$ cat config.mk
export PLATFORM = sky130hd
export DESIGN_NAME = student_audio_router
export DESIGN_NICKNAME = d
export VERILOG_FILES = /design/src/rtl/student_audio_router.sv
export SDC_FILE = /design/constraint.sdc
export NUM_CORES = 1
export LEC_CHECK = 0
export CORE_MARGIN = 2
export CORE_UTILIZATION = 56
export DETAILED_ROUTE_END_ITERATION = 10
export MAX_ROUTING_LAYER = met4
export PLACE_DENSITY_LB_ADDON = 0.05
export SYNTH_ARGS = -nofsm -noshare
export SYNTH_HDL_FRONTEND = slang
export SYNTH_SLANG_ARGS = --single-unit
$ cat constraint.sdc
create_clock -name clk_i -period 8.7 [get_ports clk_i]
set_clock_uncertainty 0.2 [all_clocks]
set_input_delay 1.74 -clock clk_i [delete_from_list [all_inputs] [get_ports clk_i]]
set_output_delay 1.74 -clock clk_i [all_outputs]
set_load 0.05 [all_outputs]
$ cat src/rtl/student_audio_router.sv
// Frame router between a multi-channel codec and one shared FIR engine.
// Each channel is muted, bypassed or sent through the FIR (optionally inverted), then the whole frame is emitted.
module student_audio_router #(
  parameter int DATA_SIZE         = 16,
  parameter int DATA_SIZE_FIR_OUT = 27,
  parameter int NUM_CH            = 2
) (
  input  logic                                clk_i,
  input  logic                                rst_ni,
  input  logic                                adc_valid_i,
  input  logic [NUM_CH*DATA_SIZE-1:0]         adc_data_i,
  input  logic [2*NUM_CH-1:0]                 mode_i,
  input  logic [4:0]                          shift_i,
  output logic                                fir_valid_o,
  output logic [DATA_SIZE-1:0]                fir_sample_o,
  input  logic                                fir_valid_i,
  input  logic signed [DATA_SIZE_FIR_OUT-1:0] fir_y_i,
  output logic                                dac_valid_o,
  output logic [NUM_CH*DATA_SIZE-1:0]         dac_data_o,
  output logic                                overrun_o,
  output logic [15:0]                         sat_cnt_o
);

  localparam int CH_W = (NUM_CH > 1) ? $clog2(NUM_CH) : 1;
  localparam logic [CH_W-1:0] LAST_CH = CH_W'(NUM_CH - 1);
  localparam int EXT_W = DATA_SIZE_FIR_OUT + 1;

  localparam logic [2:0] IDLE  = 3'd0;
  localparam logic [2:0] SCAN  = 3'd1;
  localparam logic [2:0] ISSUE = 3'd2;
  localparam logic [2:0] WAIT  = 3'd3;
  localparam logic [2:0] EMIT  = 3'd4;

  logic [2:0]                  state;
  logic [CH_W-1:0]             ch;
  logic signed [DATA_SIZE-1:0] in_q  [NUM_CH];
  logic signed [DATA_SIZE-1:0] out_q [NUM_CH];
  logic [1:0]                  mode_q [NUM_CH];

  // Clipping: every bit above the output sign bit must agree with it.
  function automatic logic clip_chk(input logic signed [EXT_W-1:0] v);
    return !((&v[EXT_W-1:DATA_SIZE-1]) || !(|v[EXT_W-1:DATA_SIZE-1]));
  endfunction

  function automatic logic signed [DATA_SIZE-1:0] sat(input logic signed [EXT_W-1:0] v);
    if (!clip_chk(v))
      return v[DATA_SIZE-1:0];
    else if (v[EXT_W-1])
      return {1'b1, {(DATA_SIZE-1){1'b0}}};
    else
      return {1'b0, {(DATA_SIZE-1){1'b1}}};
  endfunction

  logic signed [DATA_SIZE_FIR_OUT-1:0] shifted;
  logic signed [EXT_W-1:0]             res_ext;
  logic                                res_clip;
  logic signed [DATA_SIZE-1:0]         res_sat;
  logic                                ch_done;

  // One extra bit so negating the most negative shifted value cannot wrap.
  always_comb begin
    shifted  = fir_y_i >>> shift_i;
    res_ext  = {shifted[DATA_SIZE_FIR_OUT-1], shifted};
    if (mode_q[ch][0])
      res_ext = -res_ext;
    res_clip = clip_chk(res_ext);
    res_sat  = sat(res_ext);
    ch_done  = ((state == SCAN) && !mode_q[ch][1]) ||
               ((state == WAIT) && fir_valid_i);
  end

  always_ff @(posedge clk_i or negedge rst_ni) begin
    if (!rst_ni) begin
      state        <= IDLE;
      ch           <= '0;
      fir_valid_o  <= 1'b0;
      fir_sample_o <= '0;
      dac_valid_o  <= 1'b0;
      dac_data_o   <= '0;
      overrun_o    <= 1'b0;
      sat_cnt_o    <= '0;
      for (int i = 0; i < NUM_CH; i++) begin
        in_q[i]   <= '0;
        out_q[i]  <= '0;
        mode_q[i] <= '0;
      end
    end else begin
      fir_valid_o <= 1'b0;
      dac_valid_o <= 1'b0;
      if (adc_valid_i && (state != IDLE))
        overrun_o <= 1'b1;

      case (state)
        IDLE: begin
          if (adc_valid_i) begin
            for (int i = 0; i < NUM_CH; i++) begin
              in_q[i]   <= adc_data_i[i*DATA_SIZE +: DATA_SIZE];
              mode_q[i] <= mode_i[2*i +: 2];
            end
            ch    <= '0;
            state <= SCAN;
          end
        end
        SCAN: begin
          case (mode_q[ch])
            2'd0:    out_q[ch] <= '0;
            2'd1:    out_q[ch] <= in_q[ch];
            default: begin
              fir_valid_o  <= 1'b1;
              fir_sample_o <= in_q[ch];
              state        <= ISSUE;
            end
          endcase
        end
        ISSUE: state <= WAIT;
        WAIT: begin
          if (fir_valid_i) begin
            out_q[ch] <= res_sat;
            if (res_clip && (sat_cnt_o != 16'hFFFF))
              sat_cnt_o <= sat_cnt_o + 16'd1;
          end
        end
        EMIT: begin
          for (int i = 0; i < NUM_CH; i++)
            dac_data_o[i*DATA_SIZE +: DATA_SIZE] <= out_q[i];
          dac_valid_o <= 1'b1;
          state       <= IDLE;
        end
        default: state <= IDLE;
      endcase

      if (ch_done) begin
        if (ch == LAST_CH) begin
          state <= EMIT;
        end else begin
          ch    <= ch + 1'b1;
          state <= SCAN;
        end
      end
    end
  end

endmodule

# Word level (Yosys, flattened, before mapping)
# Index checks and enable logic that the tools add are counted.
[op_classes]
add_sub_neg = 3
n_lt_le_gt_ge = 2
n_eq_ne = 11
shift = 1
muxes = 28
bitwise_logic = 4
reduce_logical = 22
[ops]
columns = ["operator", "n"]
rows = [
  ["$pmux 32 s2", 2],
  ["$mux 16", 6],
  ["$bwmux 32", 2],
  ["$and 32x32->32", 1],
  ["$mux 32", 1],
  ["$not 32->32", 1],
  ["$mux 28", 1],
  ["$neg 27->28", 1],
  ["$sshr 27x5->27", 1],
  ["$add 16x1->16 const B", 1],
  ["$demux 16 s1", 1],
  ["$ne 16x16->1 const B", 1],
  ["$reduce_and 13->1", 1],
  ["$reduce_or 13->1", 1],
  ["$mux 3", 4],
  ["$pmux 3 s4", 1],
  ["$reduce_and 3->1", 3],
  ["$mux 1", 7],
  ["$eq 3x2->1 const B", 2],
  ["$mux 2", 3],
  ["$ne 3x3->1 const B", 2],
  ["$logic_and 1x1->1", 5],
  ["$ne 2x2->1 const B", 2],
  ["$reduce_and 2->1", 2],
  ["16 further kinds", 19],
]
[totals]
reg_bits = 139
in_bits = 72
output_inout_bits = 67
wordCells = 85

# Depth between registers and ports, before layout
# Gate-level depths: netlist of run 1.
[logic_depth]
ltp_word = 12
mapped_depth = 21
mapped_depth_nobuf = 15

# Worst setup path after synthesis of run 1
# Ideal clock, no wire load.
[synth_path]
path_kind = "input -> register"
from = "input shift_i[1]"
to = "register out_q[10] (netlist bit)"
setup_ps = 130
t_arrival_ps = 6024
t_required_ps = 8370
path_slack_ps = 2346
cell_stages = 20
n_path_buf = 5
path_cell_list = "buf_6 -> buf_6 -> buf_6 -> mux4_2 -> mux2_2 -> o22ai_1 -> a211o_1 -> ha_1 -> inv_1 -> nor4_1 -> nand4_2 -> nor4_2 -> a21oi_1 -> xor2_1 -> or4_1 -> o22ai_2 -> buf_6 -> buf_12 -> mux2i_1 -> o21ai_1"
[synth_between]
elab_chain_cells = 10
elab_cells_between_ends = 12
classes_between = "1 x add/sub; 1 x shift; 6 x mux; 4 x reduce/logical"
[synth_lines]
columns = ["element", "line_no", "text"]
rows = [
  ["start, declared", "13", "input logic [4:0] shift_i,"],
  ["$sshr 27x5->27 *", "62", "shifted = fir_y_i >>> shift_i;"],
  ["$neg 27->28", "65", "res_ext = -res_ext;"],
  ["$mux 28 *", "64", "if (mode_q[ch][0])"],
  ["$reduce_or 13->1", "42", "return !((&v[EXT_W-1:DATA_SIZE-1]) || !(|v[EXT_W-1:DATA_SIZE-1]));"],
  ["$logic_not 1->1", "42", ""],
  ["$logic_or 1x1->1", "42", ""],
  ["$mux 16 *", "46", "if (!clip_chk(v))"],
  ["$bwmux 32 *", "118", "out_q[ch] <= res_sat;"],
  ["$mux 32 *", "117", "if (fir_valid_i) begin"],
  ["$pmux 32 s2 *", "93", "case (state)"],
  ["end signal, assigned by index", "107", "2'd1: out_q[ch] <= in_q[ch];"],
  ["end signal, assigned by index", "118", ""],
  ["end, declared", "37", "logic signed [DATA_SIZE-1:0] out_q [NUM_CH];"],
]
# Mark *: on every way between the ends. The rest lies on a longest branch, timed or not. The select of a mux whose other input is x is not followed.
# A chain may end at the register's enable or synchronous reset.

# Worst setup path after layout of run 1
[layout_path]
from = "input shift_i[3]"
to = "register out_q[0] (netlist bit)"
# Same word-level chain as after synthesis.

==> metrics.md, run 1 <==
| Metric | Value |
|---|---|
| Hold Fails Final Rpt | `0` |
| Reg2reg end | `out_q[25]` |
| Final Slew Violations | `0` |
| Clk_lat worst skew | `0.43 ns` |
| Tmin final | `7.24 ns` |
| Die H | `128 um` |
| FF-to-FF Start | `state[0]` |
| DRC viols | `0` |
| Area of the multi-input gates | `4860 um^2` |
| Register area share after synthesis | `0.401` |
| Setup bufs post-CTS | `0` |
| Root Buffer | `clkbuf_16` |
| VDD IR max | `0.246 mV` |
| Most common cell after layout, fill and taps aside | `dfrtp_1` |
| Post-Place Cells | `1105` |
| Vias in the first global route | `7391` |
| Synth Cell Area | `8670 um^2` |
| Fill cell count | `1099` |
| CP bufs+invs | `4` |
| Core area | `15100 um^2` |
| Cts hold-fix bufs | `0` |
| Static leakage | `0.00446 uW` |
| Pwr Density | `326 nW/um^2` |
| CTS buffer count | `17` |
| Yosys warning count | `0` |
| Post-CTS sizing | `0` |
| Least-Margin Pin Slew | `1.37 ns` |
| Cell variety after synth | `77` |
| CTS clk-pin slew, worst paths | `0.06 ns` |
| Site Rows | `45` |
| TritonCTS clock tree | `built` |
| Fin cells | `1137` |
| Status | `finished clean` |
| Initial core utilization | `0.573` |
| WHS | `0.296 ns` |
| Largest net degree at the start of global routing | `72` |
| Buffers on Ports | `138` |
| WP data required | `8.83 ns` |
| Post-placement worst setup slack | `1.06 ns` |
| Crit path cell chain | `clkdlybuf4s50_1 > clkinv_1 > nor2_1 > a221o_1 > ha_1 > inv_1 > nor4_1 > nand4_2 > nor4_2 > a21oi_1 > xor2_1 > or4_1 > o22ai_2 > buf_4 > mux2_1 > o21ai_1` |
| R2R depth | `6` |
| Worst-path cell with the longest stage delay | `clkdlybuf4s50_1` |
| Io pins | `139` |
| Layout Area Growth over Synthesis | `23.3%` |
| Detail Route Antenna Nets | `0` |
| WHS Endpoint | `sat_cnt_o[5]` |
| Clock H-tree levels | `4` |
| Relative slew slack | `0.0841` |
| Min-delay src | `sat_cnt_o[5]` |
| Post-route setup TNS | `0 ns` |
| Crit Path Class | `input port to register` |
| GPL Wtd Cong | `0.985` |
| Post-synthesis async set-or-reset flop share | `1.00` |
| Most used flip-flop cell after synthesis | `dfrtp_1` |
| Register Area | `3480 um^2` |
| Die width | `128 um` |
| Area contributors post-synth | `dfrtp_1 40%, mux2_2 11%, mux2i_1 7.5%` |
| CP max stage delay | `0.85 ns` |
| Worst setup SP type | `input port` |
| CP endpoint kind | `register` |
| Synthesized Nets | `899` |
| ANT cells | `0` |
| Post-Syn Instances | `825` |
| R2R Setup Slk | `5.00 ns` |
| Top delay family on crit path | `simple AND/OR/NAND/NOR gates` |
| Vias post-DR | `7508` |
| Worst hold path type | `register to register` |
| Hold Path Stages | `1` |
| Final worst slack | `1.46 ns` |
| Drt total wl | `24.7 mm` |
| Vias/cell | `6.60` |
| DP Wirelength | `17.6 mm` |
| Total track usage | `0.314` |
| Sink Count | `139` |
| Share of cells above drive strength 1 | `0.177` |
| Avg WL per Cell | `21.7 um` |
| Worst EP arrival | `7.38 ns` |
| Number of flops mapped to enable cells by yosys | `0` |
| Max cap viols | `0` |
| Crit path max fanout | `30` |
| Top cell type's share of synthesized area | `0.401` |
| Most frequent cells in the layout | `139 x dfrtp_1, 136 x clkdlybuf4s50_1, 84 x mux2_2` |
| Die area | `16500 um^2` |
| Mean Syn Cell Area | `10.5 um^2` |
| Fmax | `0.138 GHz` |
| GRT overflow | `0` |
| Post-synth top area cell | `dfrtp_1` |
| Global-route wire length before repair | `39.2 mm` |
| Final Util | `0.706` |
| Final net count | `1010` |
| Initial antenna violation count | `0` |
| DR pass1 iterations | `5` |
| 1st-iter DRT viols | `663` |
| RSZ-0062 raised after global routing | `false` |
| Final setup violation count | `0` |
| CTS max path bufs | `2` |
| #FFs+latches synth | `139` |
| Period utilisation layout | `0.833` |
[sequential cells by signal, indices dropped and copies added (netlist names)]
signal	count
fir_valid_o	1
dac_valid_o	1
state	3
overrun_o	1
fir_sample_o	16
sat_cnt_o	16
ch	1
dac_data_o	32
out_q	32
mode_q	4
in_q	32
[synthesized netlist by cell type, drive strengths merged (3+ instances only)]
library cell	n
dfrtp	139
mux2	87
mux2i	65
nor2	62
o21ai	49
nand2	46
a21oi	41
clkbuf	40
a22oi	38
xor2	23
mux4	22
buf	19
nor3	19
nand3	14
xnor2	14
nor4	13
inv	11
and3	10
o22ai	9
nand4	6
o41ai	6
nand2b	5
o31ai	5
o32ai	5
a211oi	4
a31oi	4
nor2b	4
o311ai	4
or2	4
a32oi	3
and2	3
clkinv	3
nor3b	3
o211a	3
o21a	3
[per-stage QoR]
| step | power (uW) | instance area (um^2) |
|---|---|---|
| 2_1_floorplan | 2200 | 8670 |
| 5_1_grt | 3660 | 10700 |
| 3_3_place_gp | 2690 | 10100 |
| 3_5_place_dp | 2740 | 10100 |
| 6_report | 3490 | 10700 |
| 4_1_cts | 3490 | 10700 |
[how the worst max path moves through the flow]
stage / from / slack (ns) / end / cells after the start
final: shift_i[3] / 1.46 / out_q[0] / 16
after global routing: shift_i[3] / 1.02 / out_q[0] / 16
after global placement: shift_i[3] / 1.24 / sat_cnt_o[1] / 16
after CTS: shift_i[3] / 1.49 / sat_cnt_o[1] / 16
after floorplan: shift_i[1] / 2.35 / out_q[10] / 20
after detailed placement: shift_i[3] / 1.06 / sat_cnt_o[1] / 16
[where the power goes]
group / switching [uW] / internal, uW
Combinational: 1030 / 651
Sequential: 191 / 889
Clock: 296 / 435
[layout make-up]
cell class / count / area share
Multi-Input combinational cell: 613 / 0.454
Sequential cell: 139 / 0.325
Timing Repair Buffer: 151 / 0.138
Clock buffer: 18 / 0.0411
Tap cell: 188 / 0.0220
Clock inverter: 14 / 0.0147
Inverter: 14 / 0.00491
[cells by family (layout without fill, tap and decap cells)]
family | Yosys count | count (layout) | synth area share
AO/OA/AOI/OAI | 201 | 201 | 0.156
XOR/XNOR | 37 | 37 | 0.0374
adder cells (fa/ha/maj) | 2 | 2 | 0.00288
buffers and inverters | 73 | 197 | 0.0402
flip-flops | 139 | 139 | 0.401
multiplexers | 174 | 174 | 0.245
AND/OR/NAND/NOR | 199 | 199 | 0.117
[layer usage]
metal	vias up	routed length (um)	GRT usage
li1	3340	-	-
met2	385	11700	0.486
met3	58	1700	0.0565
met4	0	658	0.111
met5	-	0	-
met1	3725	10600	0.419
[worst reg2reg max path, stage by stage, from the launching register on]
cell,delay (ns)
dfrtp_1,0.39
inv_1,0.11
nor2_1,0.37
nand3_1,0.80
nor2_1,1.35
a22oi_1,0.23
o21ai_1,0.17
Power figures use the tool's default switching activity.
==> run 2, diff against run 1 <==
--- a/config.mk
+++ b/config.mk
@@ -6,7 +6,7 @@
 export NUM_CORES = 1
 export LEC_CHECK = 0
 export CORE_MARGIN = 2
-export CORE_UTILIZATION = 56
+export CORE_UTILIZATION = 55
 export DETAILED_ROUTE_END_ITERATION = 10
 export MAX_ROUTING_LAYER = met4
 export PLACE_DENSITY_LB_ADDON = 0.05
==> constraint.sdc (replaced) <==
create_clock -name clk_i -period 7.3 [get_ports clk_i]
set_clock_uncertainty 0.2 [all_clocks]
set_input_delay 1.46 -clock clk_i [delete_from_list [all_inputs] [get_ports clk_i]]
set_output_delay 1.46 -clock clk_i [all_outputs]
set_load 0.05 [all_outputs]
==> run 2 against run 1 <==
Count of clock-buffer cells in the layout increased by 1. Sequential cell count unchanged. Combinational power increased by 20%. Die area increased by 1.8%. Clock power increased by 19%. Critical endpoint is now out_q[11]. Largest cell class unchanged. Largest power group unchanged. Highest routed layer unchanged.
==> metrics.md, run 2 (same netlist as run 1, synthesis figures left out) <==
| Metric | Value |
|---|---|
| Post-CTS sizing | `0 (unchanged)` |
| Site Rows | `45 (unchanged)` |
| Status | `finished clean (unchanged)` |
| Crit Path Class | `input port to register (unchanged)` |
| Root Buffer | `clkbuf_16 (unchanged)` |
| Io pins | `139 (unchanged)` |
| Pwr Total | `4170 uW (was 3490 uW)` |
| CTS max path bufs | `2 (unchanged)` |
| Final setup violation count | `0 (unchanged)` |
| Vias/cell | `6.38 (was 6.60)` |
| Worst EP arrival | `6.62 ns (was 7.38 ns)` |
| Fmax | `0.154 GHz` |
| CP endpoint kind | `register (unchanged)` |
| Buffers on Ports | `138 (unchanged)` |
| Most frequent cells in the layout | `139 x dfrtp_1, 136 x clkdlybuf4s50_1, 84 x mux2_2 (unchanged)` |
| Global-route wire length before repair | `40.5 mm (was 39.2 mm)` |
| Post-route setup TNS | `0 ns (unchanged)` |
| Worst hold path type | `register to register (unchanged)` |
| DP Wirelength | `18.4 mm (was 17.6 mm)` |
| Cts hold-fix bufs | `0 (unchanged)` |
| Worst setup SP type | `input port (unchanged)` |
| VDD IR max | `0.261 mV (was 0.246 mV)` |
| WP data required | `7.41 ns (was 8.83 ns)` |
| Layout Area Growth over Synthesis | `25.2% (was 23.3%)` |
| 1st-iter DRT viols | `569 (was 663)` |
| CTS clk-pin slew, worst paths | `0.06 ns (about the same)` |
| Static leakage | `0.00454 uW (was 0.00446 uW)` |
| GRT overflow | `0 (unchanged)` |
| Die width | `130 um (was 128 um)` |
| Die H | `130 um (was 128 um)` |
| Most common cell after layout, fill and taps aside | `dfrtp_1 (unchanged)` |
| Tmin final | `6.51 ns` |
| Share of cells above drive strength 1 | `0.189 (was 0.177)` |
| Setup bufs post-CTS | `0 (unchanged)` |
| Core area | `15300 um^2 (was 15100 um^2)` |
| Post-placement worst setup slack | `0.491 ns (was 1.06 ns)` |
| Pwr Density | `384 nW/um^2 (was 326 nW/um^2)` |
| DR pass1 iterations | `5 (unchanged)` |
| Die area | `16800 um^2 (was 16500 um^2)` |
| GPL Wtd Cong | `0.934 (was 0.985)` |
| Largest regs | `dac_data_o: 32 flops, in_q: 32 flops, out_q: 32 flops (unchanged)` |
| Final worst slack | `0.788 ns (was 1.46 ns)` |
| RSZ-0062 raised after global routing | `false (unchanged)` |
| Sink Count | `139 (unchanged)` |
| Least-Margin Pin Slew | `1.22 ns (was 1.37 ns)` |
| Hold Fails Final Rpt | `0 (unchanged)` |
| Initial core utilization | `0.566 (was 0.573)` |
| Vias in the first global route | `7541 (was 7391)` |
| Vias post-DR | `7496 (was 7508)` |
| CTS buffer count | `17 (unchanged)` |
| Max cap viols | `0 (unchanged)` |
| WHS | `0.286 ns (was 0.296 ns)` |
| Avg WL per Cell | `21.6 um (was 21.7 um)` |
| Detail Route Antenna Nets | `0 (unchanged)` |
| TritonCTS clock tree | `built (unchanged)` |
| Crit path max fanout | `15 (was 30)` |
| DRC viols | `0 (unchanged)` |
| Fill cell count | `1125 (was 1099)` |
| Total track usage | `0.319 (was 0.314)` |
| Final Slew Violations | `0 (unchanged)` |
| Relative slew slack | `0.181 (was 0.0841)` |
| Largest net degree at the start of global routing | `80 (was 72)` |
| Clk_lat worst skew | `0.42 ns (was 0.43 ns)` |
| Drt total wl | `25.4 mm (was 24.7 mm)` |
| Clock H-tree levels | `4 (unchanged)` |
| ANT cells | `0 (unchanged)` |
| Final net count | `1025 (was 1010)` |
| Initial antenna violation count | `0 (unchanged)` |
| Period utilisation layout | `0.892` |
==> run 2: area by class of cell <==
| cell class | instances | area (um^2) | share of cell area |
|---|---|---|---|
| multi-input combinational | 613 | 4860 | 0.447 |
| sequential | 139 | 3480 | 0.320 |
| inverter | 14 | 52.6 | 0.00484 |
| clock buffer | 19 | 453 | 0.0417 |
| tap | 211 | 264 | 0.0243 |
| timing repair buffer | 166 | 1600 | 0.147 |
| clock inverter | 13 | 154 | 0.0142 |
==> run 2: stage by stage <==
stage               cell area [um^2]   util  instances
floorplan                       8670      -        825
global route                   10900  0.709       1175
detailed placement             10300  0.670       1143
finish                         10900  0.709       1175
global placement               10300  0.670       1143
CTS                            10900  0.709       1175
==> run 2: worst paths after layout <==
| kind | from | end | slack (ns) | cells after the start |
|---|---|---|---|---|
| min in group asynchronous | rst_ni | sat_cnt_o[6] | 0.80 | 1 |
| max in group asynchronous | rst_ni | dac_data_o[27] | 4.71 | 2 |
| hold / removal | overrun_o | overrun_o | 0.29 | 1 |
| setup / recovery | shift_i[0] | out_q[11] | 0.79 | 17 |
| setup reg to reg | state[0] | out_q[30] | 3.86 | 6 |
| hold reg to reg | overrun_o | overrun_o | 0.29 | 1 |
==> run 2: critical path: stages <==
cell and delay [ns]:
clkdlybuf4s50_1 0.69, nor2b_1 0.57, nand3_1 0.14, nand3_1 0.18, a221o_1 0.27, ha_1 0.20
inv_1 0.06, nor4_1 0.46, nand4_2 0.22, or4_1 0.56, o311ai_1 0.32, o311ai_0 0.22
nand4b_1 0.23, o22ai_2 0.16, buf_4 0.30, mux2_1 0.40, o21ai_1 0.17
==> run 2: report_power, final <==
part	total, uW	switching (uW)	internal [uW]
registers	1290	230	1060
logic	2010	1230	782
clock network	873	345	528
==> run 2: per-layer routing <==
metal  wire length (um)  part of all wire  vias to the layer above  GRT usage
met5                  0                 0                        -          -
met4                716             0.028                        0      0.117
met3               1690             0.066                       61     0.0541
met2              12200              0.48                      339      0.490
met1              10900              0.43                     3733      0.428
li1                   -                 -                     3363          -
==> run 3, diff against run 2 <==
--- a/config.mk
+++ b/config.mk
@@ -5,11 +5,12 @@
 export SDC_FILE = /design/constraint.sdc
 export NUM_CORES = 1
 export LEC_CHECK = 0
-export CORE_MARGIN = 2
+export CORE_MARGIN = 5
 export CORE_UTILIZATION = 55
 export DETAILED_ROUTE_END_ITERATION = 10
 export MAX_ROUTING_LAYER = met4
 export PLACE_DENSITY_LB_ADDON = 0.05
+export RECOVER_POWER = 100
 export SYNTH_ARGS = -nofsm -noshare
 export SYNTH_HDL_FRONTEND = slang
 export SYNTH_SLANG_ARGS = --single-unit
==> run 3 against run 2 <==
The flow now finishes with violations (max-capacitance violations, max-slew violations). Die area up 9.5%. Sequential cell count unchanged. Final cell count up 1.1%. Routed wire length up 3.4%. Combinational power down 2%. Total power down 1.5%. Clock power about the same. Worst hold slack worse by 0.0037 ns.
==> metrics.md, run 3 (same netlist as run 1, synthesis figures left out) <==
| Metric | Value |
|---|---|
| Buffers on Ports | `138 (unchanged)` |
| Sink Count | `139 (unchanged)` |
| Die H | `136 um (was 130 um)` |
| Register share of total power | `0.312 (was 0.309)` |
| Final Slew Violations | `248 (was 0)` |
| Share of cells above drive strength 1 | `0.186 (was 0.189)` |
| Tmin final | `6.57 ns (was 6.51 ns)` |
| Static leakage | `0.00469 uW (was 0.00454 uW)` |
| Register Area | `3480 um^2 (unchanged)` |
| Vias in the first global route | `7734 (was 7541)` |
| Relative slew slack | `-0.932 (was 0.181)` |
| DR pass1 iterations | `5 (unchanged)` |
| Site Rows | `46 (was 45)` |
| Drt total wl | `26.3 mm (was 25.4 mm)` |
| Fin cells | `1188 (was 1175)` |
| Clk_lat worst skew | `0.42 ns (about the same)` |
| VDD IR max | `0.220 mV (was 0.261 mV)` |
| Area of the multi-input gates | `4830 um^2 (was 4860 um^2)` |
| Core area | `15700 um^2 (was 15300 um^2)` |
| Crit path cell chain | `buf_2 > buf_4 > mux2i_1 > nand3_1 > nand3_1 > a221o_1 > ha_1 > inv_1 > nor4_1 > nand4_1 > nor4_1 > a21oi_1 > xor2_1 > or4_1 > o22ai_1 > buf_12 > mux2_1 > o21ai_0 (was clkdlybuf4s50_1 > nor2b_1 > nand3_1 > nand3_1 > a221o_1 > ha_1 > inv_1 > nor4_1 > nand4_2 > or4_1 > o311ai_1 > o311ai_0 > nand4b_1 > o22ai_2 > buf_4 > mux2_1 > o21ai_1)` |
| Most frequent cells in the layout | `139 x dfrtp_1, 83 x mux2_2, 69 x dlygate4sd3_1 (was 139 x dfrtp_1, 136 x clkdlybuf4s50_1, 84 x mux2_2)` |
| Vias/cell | `6.37 (was 6.38)` |
| Switch Pwr | `1790 uW (was 1800 uW)` |
| Io pins | `139 (unchanged)` |
| Fill cell count | `1166 (was 1125)` |
| Crit Path Class | `input port to register (unchanged)` |
| CTS clk-pin slew, worst paths | `0.06 ns (about the same)` |
| Initial antenna violation count | `0 (unchanged)` |
| GPL Wtd Cong | `1.00 (was 0.934)` |
| Clk network pwr share | `0.212 (was 0.209)` |
| Global-route wire length before repair | `42.1 mm (was 40.5 mm)` |
| Worst-path cell with the longest stage delay | `buf_2 (was clkdlybuf4s50_1)` |
| Max cap viols | `5 (was 0)` |
| Initial core utilization | `0.554 (was 0.566)` |
| GRT overflow | `0 (unchanged)` |
| CP endpoint kind | `register (unchanged)` |
| Failing checks | `max-capacitance violations, max-slew violations` |
| Die width | `136 um (was 130 um)` |
| Hold Fails Final Rpt | `0 (unchanged)` |
| Crit path max fanout | `30 (was 15)` |
| Post-CTS sizing | `0 (unchanged)` |
| WP data required | `7.42 ns (was 7.41 ns)` |
| Vias post-DR | `7569 (was 7496)` |
| Post-Place Cells | `1156 (was 1143)` |
| Final worst slack | `0.725 ns (was 0.788 ns)` |
| CP max stage delay | `0.54 ns (was 0.69 ns)` |
| TritonCTS clock tree | `built (unchanged)` |
| Worst hold path type | `register to register (unchanged)` |
| Post-placement worst setup slack | `0.581 ns (was 0.491 ns)` |
| DP Wirelength | `18.9 mm (was 18.4 mm)` |
| Most common cell after layout, fill and taps aside | `dfrtp_1 (unchanged)` |
| RSZ-0062 raised after global routing | `false (unchanged)` |
| 1st-iter DRT viols | `588 (was 569)` |
| Largest regs | `dac_data_o: 32 flops, in_q: 32 flops, out_q: 32 flops (unchanged)` |
| Clock H-tree levels | `4 (unchanged)` |
| CTS max path bufs | `2 (unchanged)` |
| Cts hold-fix bufs | `0 (unchanged)` |
| Die area | `18400 um^2 (was 16800 um^2)` |
| Root Buffer | `clkbuf_16 (unchanged)` |
| Fmax | `0.152 GHz (was 0.154 GHz)` |
| DRC viols | `0 (unchanged)` |
| Largest net degree at the start of global routing | `85 (was 80)` |
| Least-Margin Pin Slew | `2.90 ns (was 1.22 ns)` |
| Power Internal | `2320 uW (was 2370 uW)` |
| Worst EP arrival | `6.70 ns (was 6.62 ns)` |
| CTS buffer count | `17 (unchanged)` |
| WHS | `0.282 ns (was 0.286 ns)` |
| Pwr Density | `378 nW/um^2 (was 384 nW/um^2)` |
| Final setup violation count | `0 (unchanged)` |
| Status | `finished with violations (was finished clean)` |
| Total track usage | `0.299 (was 0.319)` |
| Layout Area Growth over Synthesis | `25.4% (was 25.2%)` |
| Avg WL per Cell | `22.1 um (was 21.6 um)` |
| Post-route setup TNS | `0 ns (unchanged)` |
| Worst setup SP type | `input port (unchanged)` |
| Final net count | `1033 (was 1025)` |
| Detail Route Antenna Nets | `0 (unchanged)` |
| Combinational cell fraction of total power | `0.476 (was 0.482)` |
| Period utilisation layout | `0.901 (was 0.892)` |
| Setup bufs post-CTS | `0 (unchanged)` |
| Switch share | `0.435 (was 0.432)` |
| ANT cells | `0 (unchanged)` |
[run 3: layout make-up]
| type | instances | area share |
|---|---|---|
| clock buffers | 19 | 0.0407 |
| clock inverters | 13 | 0.0144 |
| inverters | 14 | 0.00483 |
| multi-input cells | 613 | 0.444 |
| flip-flops and latches | 139 | 0.320 |
| well taps | 216 | 0.0248 |
| repair buffers | 174 | 0.151 |
[run 3: path summary, 6_finish.rpt]
path	slack (ns)	endpoint	from	cells past startpoint
setup / recovery	0.73	out_q[0]	shift_i[1]	18
hold / removal	0.28	sat_cnt_o[7]	sat_cnt_o[7]	1
setup reg to reg	3.52	in_q[27]	state[1]	3
hold reg to reg	0.28	sat_cnt_o[7]	sat_cnt_o[7]	1
max in group asynchronous	1.91	out_q[15]	rst_ni	2
min in group asynchronous	1.77	sat_cnt_o[4]	rst_ni	1
[run 3: through the flow]
stage	power, uW	utilization	cell area [um^2]
after detailed placement	3280	0.659	10300
final	4110	0.695	10900
after floorplan	2620	-	8670
after global placement	3230	0.659	10300
after global routing	4310	0.695	10900
after CTS	4170	0.698	10900
[run 3: worst max-delay path, delay by kind of cell]
kind / cells / cell delay (ns)
simple gates: 6 / 1.98
compound gates: 4 / 0.86
mux: 2 / 0.71
xor+xnor: 1 / 0.17
buf+inv: 4 / 1.25
fa+ha+maj: 1 / 0.21
[run 3: per-layer routing]
| metal | vias up | share of wire | global-route usage |
|---|---|---|---|
| li1 | 3382 | - | - |
| met1 | 3763 | 0.43 | 0.408 |
| met5 | - | 0 | - |
| met3 | 42 | 0.068 | 0.0435 |
| met4 | 0 | 0.019 | 0.0845 |
| met2 | 382 | 0.49 | 0.471 |
[run 3: power groups by stage]
stage / Combinational, uW / Clock, uW / Sequential [uW]
3_3_place_gp: 1950 / 0 / 1280
6_report: 1960 / 872 / 1280
4_1_cts: 2010 / 880 / 1280
3_5_place_dp: 1990 / 0 / 1290
5_1_grt: 2080 / 920 / 1320
2_1_floorplan: 971 / 0 / 1650
